===== config.mk =====
export PLATFORM = sky130hd
export DESIGN_NAME = time_keeper
export DESIGN_NICKNAME = d
export VERILOG_FILES = /design/src/rtl/time_keeper.sv
export SDC_FILE = /design/constraint.sdc
export NUM_CORES = 1
export LEC_CHECK = 0
export BUFFER_PORTS_ARGS = -buffer_cell sky130_fd_sc_hd__buf_2
export CAP_MARGIN = 10
export CORE_MARGIN = 5
export CORE_UTILIZATION = 24
export CTS_CLUSTER_DIAMETER = 60
export DETAILED_ROUTE_END_ITERATION = 7
export GPL_ROUTABILITY_DRIVEN = 0
export PLACE_DENSITY = 0.46
export SLEW_MARGIN = 20
export SYNTH_ARGS = -nofsm -noshare
export SYNTH_HDL_FRONTEND = slang
export SYNTH_SLANG_ARGS = --single-unit

===== constraint.sdc =====
create_clock -name clk -period 2.9 [get_ports clk]
set_clock_uncertainty 0.2 [all_clocks]
set_input_delay 0.145 -clock clk [delete_from_list [all_inputs] [get_ports clk]]
set_output_delay 0.145 -clock clk [all_outputs]
set_load 0.01 [all_outputs]

===== src/rtl/time_keeper.sv =====
// Time-of-day keeper: counts prescaled tick_in rising edges into hr:min:sec and
// provides an adjust mode in which minutes and hours are stepped by single pulses.
module time_keeper #(
    parameter int unsigned EDGES_PER_SEC = 200
) (
    input  logic       clk,
    input  logic       rst,
    input  logic       tick_in,
    input  logic       run,
    input  logic       inc_min,
    input  logic       inc_hr,
    output logic [5:0] sec,
    output logic [5:0] min,
    output logic [4:0] hr,
    output logic       sec_pulse
);

    localparam logic [15:0] PRE_MAX = 16'(EDGES_PER_SEC - 1);

    logic        tick_q_reg;
    logic        tick_vld_reg;
    logic        tick_vld_next;
    logic [15:0] pre_reg, pre_next;
    logic [5:0]  sec_reg, sec_next;
    logic [5:0]  min_reg, min_next;
    logic [4:0]  hr_reg, hr_next;
    logic        sec_pulse_reg, sec_pulse_next;
    logic        tick_edge;

    // tick_vld_reg keeps a level that was high across reset release from
    // looking like a rising edge: a 0 must have been sampled first.
    assign tick_edge     = tick_in & ~tick_q_reg & tick_vld_reg;
    assign tick_vld_next = 1'b1;

    always_comb begin
        pre_next       = pre_reg;
        sec_next       = sec_reg;
        min_next       = min_reg;
        hr_next        = hr_reg;
        sec_pulse_next = 1'b0;
        if (run) begin
            if (tick_edge) begin
                if (pre_reg == PRE_MAX) begin
                    pre_next       = 16'd0;
                    sec_pulse_next = 1'b1;
                    if (sec_reg == 6'd59) begin
                        sec_next = 6'd0;
                        if (min_reg == 6'd59) begin
                            min_next = 6'd0;
                            hr_next  = (hr_reg == 5'd23) ? 5'd0 : hr_reg + 5'd1;
                        end else begin
                            min_next = min_reg + 6'd1;
                        end
                    end else begin
                        sec_next = sec_reg + 6'd1;
                    end
                end else begin
                    pre_next = pre_reg + 16'd1;
                end
            end
        end else begin
            // Adjust mode: the second is held at zero so that resuming starts a full second.
            pre_next = 16'd0;
            sec_next = 6'd0;
            if (inc_min) begin
                min_next = (min_reg == 6'd59) ? 6'd0 : min_reg + 6'd1;
            end
            if (inc_hr) begin
                hr_next = (hr_reg == 5'd23) ? 5'd0 : hr_reg + 5'd1;
            end
        end
    end

    always_ff @(posedge clk) begin
        if (rst) begin
            tick_q_reg    <= 1'b0;
            tick_vld_reg  <= 1'b0;
            pre_reg       <= 16'd0;
            sec_reg       <= 6'd0;
            min_reg       <= 6'd0;
            hr_reg        <= 5'd0;
            sec_pulse_reg <= 1'b0;
        end else begin
            tick_q_reg    <= tick_in;
            tick_vld_reg  <= tick_vld_next;
            pre_reg       <= pre_next;
            sec_reg       <= sec_next;
            min_reg       <= min_next;
            hr_reg        <= hr_next;
            sec_pulse_reg <= sec_pulse_next;
        end
    end

    assign sec       = sec_reg;
    assign min       = min_reg;
    assign hr        = hr_reg;
    assign sec_pulse = sec_pulse_reg;

endmodule

==> impl_metrics.toml <==
[global_route]
grt_pass1_vias = 1367
antenna_found_initial = 0
grt_start_max_net_pins = 17
grt_overflow = 0
grt_util_all_layers = 0.0921
grt_pass1_wl_mm = 6.51

[setup_path]
cp-end-kind = "flip-flop"
cp.required_ps = 2910
arrival_ps = 2380
crit_slowest_cell = "or4_1"
path_buf_inv = 0
path_max_fanout = 11
crit_chain = "ha_1 > nand4b_1 > nor4_4 > nand2_2 > or4_1 > a21oi_1"
start_kind = "flip-flop"
critPathKind = "reg2reg"
cp_top_family = "simple AND/OR/NAND/NOR gates"
cpPeakStageDelay_ps = 530

[cts]
cts_tree = "done"
clock_path_buffers = 2
cts_setup_buffers = 0
root_buffer = "clkbuf_8"
cts.sinks = 36
worstSkewPairLatency_ps = 290
cts_made_buffers = 5
path_clk_slew_ps = 70
cts-htree-levels = 2

[sta]
tns_ps = 0
hold_viol = 0
worst_pin_slew_ps = 629
fmax_mhz = 422
hold_slack_ps = 90.9
finalCriticalPeriod_ps = 2370
fin_crit_sh = 0.816
setup_viol = 0
rsz0062_at_grt = "no"
slew_headroom = 0.579
slew_violations = 0

[synthesis]
synth_cells = 203
netlist-cell-type-count = 42
synth_top_area_cell = "dfxtp_1"
synth_fp_nets = 213
syn_avg_cell_area_sq_um = 8.58
synth_top_area_share = 0.414
yosysWarningCount = 0
synth.area.top_cells = "dfxtp_1, nor2_1, xnor2_1"
ys_ff_latch = 36
yosysSeqAreaShare = 0.414
netlist_area_sq_um = 1740

[detailed_routing]
drt_wl_total_mm = 3.76
firstDrtPassIters = 4
vias_per_cell = 4.46
wl_per_cell_um = 11.5
drc = 0
vias = 1458
drtIter0Drc = 71
antenna_left = 0

[final_layout]
drive_above_1_share = 0.162
utilization = 0.288
multi_input_area_sq_um = 937
finalInstanceArea_sq_um = 2060
seqCellArea_sq_um = 721
fillers = 779
nets = 237
antenna_cells = 0
largest_reg_flops = 16
syn_to_final_growth_pct = 18.5

[placement]
dpl_cell_area_sq_um = 1930
port-buffer-count = 23
dp.final_hpwl_mm = 2.64

[outcome]
status = "finished clean"

[pwr]
p_total_w = 0.000986
ir_drop_uv = 157
powerDensity_nw_per_um2 = 478
power_leakage_nw = 0.755

[die]
die_y_um = 95.2
ioPinCount = 24
die_area_sq_um = 9060
coreArea_sq_um = 7180
chipWidth_um = 95.2
fp-row-count = 31
initial_core_util = 0.243

[min_path]
hold_path.class = "in2reg"

[job]
maxCapViolCount = 0
-- synth_stat cells --
library cell / count
a41oi_1: 2
nand2_2: 1
and3_1: 3
o21ai_0: 6
a21oi_1: 7
nand4_1: 5
and4_2: 1
clkbuf_8: 1
nor3_1: 6
buf_2: 2
or4_4: 1
mux2i_1: 7
buf_6: 1
clkbuf_1: 5
xor2_1: 4
nand3_1: 6
dfxtp_1: 36
o211ai_1: 1
and4_1: 1
o311ai_0: 1
or4_1: 2
a31o_1: 1
a31oi_1: 2
nand2_1: 21
inv_1: 8
nand4b_1: 2
nor4_1: 3
a31o_2: 1
a311oi_1: 2
nor4_4: 1
nor2_1: 32
xnor2_1: 11
ha_1: 4
o2bb2ai_1: 1
and3b_1: 1
nor4b_1: 1
nor2b_1: 3
a32o_2: 1
or3b_1: 1
or3_1: 5
and3_2: 1
o2111ai_1: 2
-- cell families (layout without fill, tap and decap cells) --
family / count (synthesis) / in the layout / share of synthesized area
compound gates: 27 / 27 / 0.106
flops: 36 / 36 / 0.414
buf+inv: 17 / 42 / 0.0481
mux: 7 / 7 / 0.0402
simple gates: 97 / 97 / 0.288
fa+ha+maj: 4 / 4 / 0.0287
xor+xnor: 15 / 15 / 0.0754
-- area by class of cell --
| type | count | area share |
|---|---|---|
| Multi-Input combinational cell | 150 | 0.454 |
| Clock buffer | 6 | 0.0352 |
| Timing Repair Buffer | 26 | 0.0703 |
| Inverter | 8 | 0.0145 |
| Sequential cell | 36 | 0.349 |
| Tap cell | 99 | 0.0600 |
| Clock inverter | 2 | 0.0170 |
-- stage by stage --
stage / setup WS (ps) / std cells
after floorplan: 710 / 203
after global placement: 554 / 316
after detailed placement: 511 / 316
after CTS: 511 / 327
after global routing: 305 / 327
final: 533 / 327
-- repair_timing --
item | CTS | global route
gates resized for setup | 0 | 0
hold buffers | 3 | 0
setup endpoints to repair | 0 | 0
endpoints found under the hold margin | 5 | 0
-- cells in the final DEF, fill, tap and decap left out, types with 2 or more instances in the layout --
cell	count
a21oi_1	7
nand3_1	6
nor2_1	32
nand2_1	21
and3_1	3
mux2i_1	7
xnor2_1	11
dlygate4sd3_1	3
xor2_1	4
or3_1	5
dfxtp_1	36
nand4b_1	2
o21ai_0	6
a311oi_1	2
o2111ai_1	2
a41oi_1	2
nand4_1	5
nor2b_1	3
a31oi_1	2
nor4_1	3
inv_1	8
nor3_1	6
or4_1	2
ha_1	4
clkbuf_8	5
buf_2	23
-- power breakdown --
group / internal, W / leakage (nW) / switching (W)
logic: 0.0000179 / 0.409 / 0.0000257
clock network: 0.000255 / 0.0552 / 0.000181
registers: 0.000500 / 0.291 / 0.00000661
-- worst min-delay path: stages --
cell	delay, ps
buf_2	130
nand2_1	190
a21oi_1	60
-- path summary, 6_finish.rpt --
check	from	end	slack (ps)	cells past startpoint
max reg2reg	pre_reg[0]$_SDFFE_PP0N_	sec[5]$_SDFFE_PP0P_	530	6
min reg2reg	hr[3]$_SDFFE_PP0P_	hr[3]$_SDFFE_PP0P_	280	2
max	pre_reg[0]$_SDFFE_PP0N_	sec[5]$_SDFFE_PP0P_	530	6
min	run	sec[3]$_SDFFE_PP0P_	90	3
-- routing by layer --
| layer | global-route usage | wire length, um | vias to the layer above |
|---|---|---|---|
| met3 | 0.0245 | 162 | 7 |
| li1 | - | - | 763 |
| met4 | 0.0433 | 87 | 0 |
| met5 | 0 | 0 | - |
| met2 | 0.141 | 1630 | 27 |
| met1 | 0.120 | 1880 | 661 |
Power figures use the tool's default switching activity.
